$ cat src/rtl/spi_pkg.sv
// Shared definitions for the SPI slave: FSM states, SPI mode map, counter sizing.
package spi_pkg;

  typedef enum logic [1:0] {
    IDLE   = 2'b00,
    ACTIVE = 2'b01
  } state_e;

  // Mode constants are {CPOL, CPHA}.
  localparam logic [1:0] MODE0 = 2'b00;
  localparam logic [1:0] MODE1 = 2'b01;
  localparam logic [1:0] MODE2 = 2'b10;
  localparam logic [1:0] MODE3 = 2'b11;

  function automatic int unsigned cnt_width(input int unsigned frame_bits);
    return $clog2(frame_bits + 1);
  endfunction

endpackage

$ cat src/rtl/spi_sync_edge.sv
// Multi-flop pin synchroniser with single-cycle rise/fall pulses.
module spi_sync_edge #(
  parameter int unsigned STAGES = 2
) (
  input  logic clk,
  input  logic rst,
  input  logic d_i,
  output logic level_o,
  output logic rise_o,
  output logic fall_o
);

  logic [STAGES-1:0] sync_q;
  logic              prev_q;

  always_ff @(posedge clk or posedge rst) begin
    if (rst) begin
      sync_q <= '0;
      prev_q <= 1'b0;
    end else begin
      sync_q <= {sync_q[STAGES-2:0], d_i};
      prev_q <= sync_q[STAGES-1];
    end
  end

  assign level_o = sync_q[STAGES-1];
  assign rise_o  = sync_q[STAGES-1] & ~prev_q;
  assign fall_o  = ~sync_q[STAGES-1] & prev_q;

endmodule

$ cat src/rtl/spi_slave_frame.sv
// SPI slave transceiver: configurable width/mode/bit order, burst frames,
// truncated-frame and overrun reporting into the clk domain.
module spi_slave_frame
  import spi_pkg::*;
#(
  parameter int unsigned FRAME_BITS  = 64,
  parameter bit          CPOL        = 1'b0,
  parameter bit          CPHA        = 1'b0,
  parameter bit          MSB_FIRST   = 1'b1,
  parameter int unsigned SYNC_STAGES = 2
) (
  input  logic                  clk,
  input  logic                  rst,
  input  logic                  sck,
  input  logic                  mosi,
  input  logic                  ssel_n,
  output logic                  miso,
  output logic                  miso_oe,
  input  logic [FRAME_BITS-1:0] tx_data,
  output logic [FRAME_BITS-1:0] rx_data,
  output logic                  rx_valid,
  input  logic                  rx_ack,
  output logic                  rx_overrun,
  output logic                  frame_err,
  output logic                  busy
);

  localparam int unsigned     CW       = cnt_width(FRAME_BITS);
  localparam logic [CW-1:0]   LAST_BIT = CW'(FRAME_BITS - 1);

  logic sck_rise, sck_fall, sck_lvl_unused;
  logic mosi_s, mosi_rise_unused, mosi_fall_unused;
  logic ssel_rise, ssel_fall, ssel_lvl_unused;

  spi_sync_edge #(.STAGES(SYNC_STAGES)) u_sync_sck (
    .clk(clk), .rst(rst), .d_i(sck),
    .level_o(sck_lvl_unused), .rise_o(sck_rise), .fall_o(sck_fall)
  );

  spi_sync_edge #(.STAGES(SYNC_STAGES)) u_sync_mosi (
    .clk(clk), .rst(rst), .d_i(mosi),
    .level_o(mosi_s), .rise_o(mosi_rise_unused), .fall_o(mosi_fall_unused)
  );

  spi_sync_edge #(.STAGES(SYNC_STAGES)) u_sync_ssel (
    .clk(clk), .rst(rst), .d_i(ssel_n),
    .level_o(ssel_lvl_unused), .rise_o(ssel_rise), .fall_o(ssel_fall)
  );

  logic lead, trail, sample_edge, shift_edge;

  assign lead        = CPOL ? sck_fall : sck_rise;
  assign trail       = CPOL ? sck_rise : sck_fall;
  assign sample_edge = CPHA ? trail : lead;
  assign shift_edge  = CPHA ? lead : trail;

  state_e                state_q, state_d;
  logic [CW-1:0]         bitcnt_q, bitcnt_d;
  logic [FRAME_BITS-1:0] rx_shift_q, rx_shift_d;
  logic [FRAME_BITS-1:0] tx_shift_q, tx_shift_d;
  logic [FRAME_BITS-1:0] rx_data_q, rx_data_d;
  logic                  rx_valid_q, rx_valid_d;
  logic                  overrun_q, overrun_d;
  logic                  frame_err_q, frame_err_d;
  logic                  miso_q, miso_d;
  logic                  miso_oe_q, miso_oe_d;

  logic [FRAME_BITS-1:0] rx_next, tx_adv;

  if (MSB_FIRST) begin : g_msb_first
    assign rx_next = {rx_shift_q[FRAME_BITS-2:0], mosi_s};
    assign tx_adv  = {tx_shift_q[FRAME_BITS-2:0], 1'b0};
  end else begin : g_lsb_first
    assign rx_next = {mosi_s, rx_shift_q[FRAME_BITS-1:1]};
    assign tx_adv  = {1'b0, tx_shift_q[FRAME_BITS-1:1]};
  end

  function automatic logic first_bit(input logic [FRAME_BITS-1:0] w);
    return MSB_FIRST ? w[FRAME_BITS-1] : w[0];
  endfunction

  always_ff @(posedge clk or posedge rst) begin
    if (rst) begin
      state_q     <= IDLE;
      bitcnt_q    <= '0;
      rx_shift_q  <= '0;
      tx_shift_q  <= '0;
      rx_data_q   <= '0;
      rx_valid_q  <= 1'b0;
      overrun_q   <= 1'b0;
      frame_err_q <= 1'b0;
      miso_q      <= 1'b0;
      miso_oe_q   <= 1'b0;
    end else begin
      state_q     <= state_d;
      bitcnt_q    <= bitcnt_d;
      rx_shift_q  <= rx_shift_d;
      tx_shift_q  <= tx_shift_d;
      rx_data_q   <= rx_data_d;
      rx_valid_q  <= rx_valid_d;
      overrun_q   <= overrun_d;
      frame_err_q <= frame_err_d;
      miso_q      <= miso_d;
      miso_oe_q   <= miso_oe_d;
    end
  end

  always_comb begin
    state_d     = state_q;
    bitcnt_d    = bitcnt_q;
    rx_shift_d  = rx_shift_q;
    tx_shift_d  = tx_shift_q;
    rx_data_d   = rx_data_q;
    rx_valid_d  = rx_valid_q & ~rx_ack;
    overrun_d   = 1'b0;
    frame_err_d = 1'b0;
    miso_d      = miso_q;
    miso_oe_d   = miso_oe_q;

    case (state_q)
      IDLE: begin
        if (ssel_fall) begin
          state_d    = ACTIVE;
          bitcnt_d   = '0;
          tx_shift_d = tx_data;
          miso_oe_d  = 1'b1;
          miso_d     = CPHA ? 1'b0 : first_bit(tx_data);
        end
      end

      ACTIVE: begin
        if (sample_edge) begin
          rx_shift_d = rx_next;
          if (bitcnt_q == LAST_BIT) begin
            bitcnt_d   = '0;
            rx_data_d  = rx_next;
            rx_valid_d = 1'b1;
            overrun_d  = rx_valid_q & ~rx_ack;
            // CPHA=1 presents the next word's first bit on the coming lead edge.
            if (CPHA) tx_shift_d = tx_data;
          end else begin
            bitcnt_d = bitcnt_q + 1'b1;
          end
        end else if (shift_edge) begin
          if (bitcnt_q == '0) begin
            // Frame start: CPHA=0 reloads after the last sample, CPHA=1 shows bit 0.
            if (!CPHA) tx_shift_d = tx_data;
            miso_d = first_bit(CPHA ? tx_shift_q : tx_data);
          end else begin
            tx_shift_d = tx_adv;
            miso_d     = first_bit(tx_adv);
          end
        end

        // A completing sample in this cycle has already zeroed bitcnt_d.
        if (ssel_rise) begin
          state_d     = IDLE;
          frame_err_d = (bitcnt_d != '0);
          bitcnt_d    = '0;
          miso_d      = 1'b0;
          miso_oe_d   = 1'b0;
        end
      end

      default: begin
        state_d   = IDLE;
        bitcnt_d  = '0;
        miso_d    = 1'b0;
        miso_oe_d = 1'b0;
      end
    endcase
  end

  assign miso       = miso_q;
  assign miso_oe    = miso_oe_q;
  assign rx_data    = rx_data_q;
  assign rx_valid   = rx_valid_q;
  assign rx_overrun = overrun_q;
  assign frame_err  = frame_err_q;
  assign busy       = (state_q == ACTIVE);

endmodule

$ cat config.mk
export PLATFORM = sky130hd
export DESIGN_NAME = spi_slave_frame
export DESIGN_NICKNAME = d
export VERILOG_FILES = /design/src/rtl/spi_pkg.sv /design/src/rtl/spi_sync_edge.sv /design/src/rtl/spi_slave_frame.sv
export SDC_FILE = /design/constraint.sdc
export NUM_CORES = 1
export LEC_CHECK = 0
export BUFFER_PORTS_ARGS = -buffer_cell sky130_fd_sc_hd__buf_2
export CELL_PAD_IN_SITES_DETAIL_PLACEMENT = 1
export CELL_PAD_IN_SITES_GLOBAL_PLACEMENT = 2
export CORE_MARGIN = 10
export CORE_UTILIZATION = 42
export CTS_CLUSTER_DIAMETER = 60
export DETAILED_ROUTE_END_ITERATION = 8
export PLACE_DENSITY = 0.95
export SYNTH_ARGS = -nofsm -noshare
export SYNTH_HDL_FRONTEND = slang
export SYNTH_SLANG_ARGS = --single-unit
$ cat constraint.sdc
create_clock -name clk -period 11.3 [get_ports clk]
set_input_delay 1.13 -clock clk [delete_from_list [all_inputs] [get_ports clk]]
set_output_delay 1.13 -clock clk [all_outputs]
set_load 0.01 [all_outputs]
==> impl_results.md <==
- Setup Skew: around 0.012 ns
- I/O Pins: 140
- Rows: 53
- Total track usage: between 10 and 15%
- Top routing layer used: met5
- Pins Over Slew Limit: 0
- Critical Path Start: bitcnt_q[0]
- Worst Setup End Kind: register
- Setup Total Neg Slack: 0 ns
- DIE AREA: between 20,000 and 30,000 sq um
- Status: complete, no violations
- Post-synth top area cell: dfrtp_1
- Worst r2r dst: rx_data[34]
- Ratio of cells with drive above 1 in the final layout: between 40% and 50%
- Req. time, crit path: approximately 12 ns
- Initial antenna violation count: 6
- Clock H-tree levels: 1
- Seq/Total Area, Yosys: 59.4%
- Hold Fails Final Rpt: 0
- Worst slew pin tran: roughly 1.2 ns
- Tmin final: roughly 2.8 ns
- Worst endpoint data arrival time: roughly 3.2 ns
- Max cap viols: 0
- Crit path kind: reg -> reg
- CTS Buffer Depth: 3
- Routed vias/inst: ~5.0
- FILL cells: 2,187
- Initial drt markers: 255
- Global-route wire length before repair: roughly 32,000 microns
- Max VDD drop: a little under 0.1 mV
- Initial core utilization: 42.4%
- Core area: around 21,000 sq um
- Worst Setup EP: rx_data[34]
- Mapped Area: slightly below 9000 sq um
- Layout area overhead: 18.3%
- Min Hold Slack: ~0.35 ns
- Min-delay src: u_sync_mosi.sync_q[0]
- Cell count of the worst reg-to-reg path: 6
- CP Launch Type: register
- Root Buffer: clkbuf_16
- WL per Instance: roughly 18 microns
- Number of enable flip-flop cells after synthesis: 0
- M1 WL: 8710 microns
- Mean area per synthesized cell: ~14 sq um
- Most common library cells after synthesis: 210 x dfrtp_1, 73 x nand2_1, 67 x mux2_2
- Met2 wire length: between 9000 and 10,000 microns
- Post-CTS Hold Buffers: 0
- TritonCTS buffer count: 24
- Reg2Reg Setup Slack: ~8.5 ns
- Slew Limit Headroom: between 20% and 30%
- DP Wirelength: approximately 13,000 microns
- Number of routed nets with antenna violations: 0
- Hold Crit Class: reg -> reg
- Post-CTS Setup Inserts: 0
- Via count: between 5k and 6k
- Port Buf Inserts: roughly 140
- Final net count: 845
- RSZ-0062 raised after global routing: no
- # DRC: 0
- Synth Instances: 642
- #FFs+latches synth: 210
- TritonRoute pass-1 iters: 4
- Ys flop type: dfrtp_1
- Post-synth ARST share: between 90% and 100%
- Largest net degree at the start of global routing: between 100 and 150
- Die extent in y: around 170 microns
- Distinct cell type count after synthesis: 41
- Die width: between 150 and 200 microns
- CTS tree: done
- Count leader, synth: dfrtp_1
- Number of synthesis warnings: 0
- Leak: ~5.6 nW
- Setup violation total in the final timing report: 0
- Fin crit share: 24.9%
- Tot Pwr: roughly 1.8 mW
- Syn nets: about 710
- CTS resizes: 0
- Vias in the first global route: slightly below 6k
- R2R Path Start: bitcnt_q[0]
- Highest clock rate: around 360 MHz
- Largest cells by area after synthesis: dfrtp_1 59%, mux2_4 10%, mux2_2 8.5%
- Share of the synthesized area in the top cell type: between 50% and 60%
- Metal3 WL: 1500 microns
- Clock Pin Slew Worst Setup and Hold Paths: around 0.060 ns
- Routability cong.: 0.770
- CTS sink cnt: 210
- Total gr overflow: 0
- Routed wire length: 19,600 microns
- CP max FO: 64
- Pwr/cell area: between 150 and 200 nW/um^2
- Skew-Pair Late Insertion Delay: 0.51 ns
cell type report:
| type | instances | area (sq um) | share of cell area (%) |
|---|---|---|---|
| antenna | 3 | 7.51 | 0.0717 |
| clock buffer | 31 | 688 | 6.57 |
| clock inverter | 11 | 114 | 1.09 |
| inverter | 5 | 26.3 | 0.251 |
| multi-input combinational | 389 | 3310 | 31.6 |
| sequential | 210 | 5260 | 50.2 |
| tap | 275 | 344 | 3.29 |
| timing repair buffer | 143 | 726 | 6.93 |
per-layer routing:
metal  vias to the layer above  global-route usage, %
met2                       138                   22.7
met4                         4                   3.30
li1                       2506                      -
met1                      2626                   18.3
met5                         -                      0
met3                        32                   4.07
registers in the layout, summed over array words and instances, names as in the netlist, 2 cells and up:
register and count:
bitcnt_q 7, rx_shift_q 63, u_sync_sck.sync_q 2, tx_shift_q 63, u_sync_mosi.sync_q 2, rx_data 64
u_sync_ssel.sync_q 2
layout by cell type, fill, tap and decap left out, types with 3 or more instances in the layout:
| cell type | synthesis | layout |
|---|---|---|
| clkinv_2 | 0 | 6 |
| nand2b_1 | 3 | 3 |
| nor2_1 | 9 | 8 |
| clkbuf_16 | 0 | 25 |
| nor2b_1 | 3 | 3 |
| mux2_4 | 60 | 60 |
| a211oi_1 | 4 | 4 |
| buf_4 | 5 | 4 |
| nand3_1 | 3 | 3 |
| mux2_2 | 67 | 67 |
| dfrtp_1 | 210 | 210 |
| o21ai_0 | 53 | 53 |
| mux2i_1 | 65 | 65 |
| clkbuf_8 | 0 | 4 |
| a21oi_1 | 7 | 7 |
| inv_1 | 5 | 4 |
| buf_2 | 17 | 139 |
| diode_2 | 0 | 3 |
| nand2_1 | 73 | 73 |
| o21ai_1 | 15 | 15 |
cells by family (layout without fill, tap and decap cells):
| logic type | Yosys count | after routing | synth area share, % |
|---|---|---|---|
| AO/OA/AOI/OAI | 89 | 89 | 5.47 |
| adder cells (fa/ha/maj) | 2 | 2 | 0.283 |
| buffers and inverters | 43 | 190 | 3.39 |
| flip-flops | 210 | 210 | 59.4 |
| multiplexers | 192 | 192 | 26.0 |
| other | 0 | 3 | 0 |
| AND/OR/NAND/NOR | 106 | 106 | 5.46 |
per-stage QoR:
stage | util, % | worst slack [ns] | instances | area (sq um)
2_1_floorplan | - | 4.43 | 642 | 8850
6_report | 50.1 | 8.49 | 1067 | 10500
5_1_grt | 50.1 | 8.36 | 1065 | 10500
3_3_place_gp | 46.3 | 8.32 | 1022 | 9660
4_1_cts | 50.1 | 8.48 | 1064 | 10500
3_5_place_dp | 46.3 | 8.33 | 1022 | 9660
worst max-delay path, cell delays in order, from the launching register on:
cell and delay (ns):
dfrtp_1 0.46, ha_1 0.30, nand2_1 0.11, or3_4 0.39, nor2_8 0.09, buf_4 0.88, mux2_2 0.43
power breakdown:
part / leakage (nW) / total, mW / internal [mW] / switching, mW
clock network: 0.395 / 0.773 / 0.474 / 0.299
registers: 2.80 / 0.880 / 0.830 / 0.0499
logic: 2.44 / 0.179 / 0.0809 / 0.0982
worst min path at each step:
stage	to	slack, ns	depth (start not counted)
after global routing	u_sync_mosi.sync_q[1]	0.36	0
final	u_sync_mosi.sync_q[1]	0.35	0
after CTS	u_sync_mosi.sync_q[1]	0.36	0
after floorplan	u_sync_mosi.sync_q[1]	0.33	0
after detailed placement	u_sync_mosi.sync_q[1]	0.34	0
after global placement	u_sync_sck.sync_q[1]	0.33	0
Power figures use the tool's default switching activity.
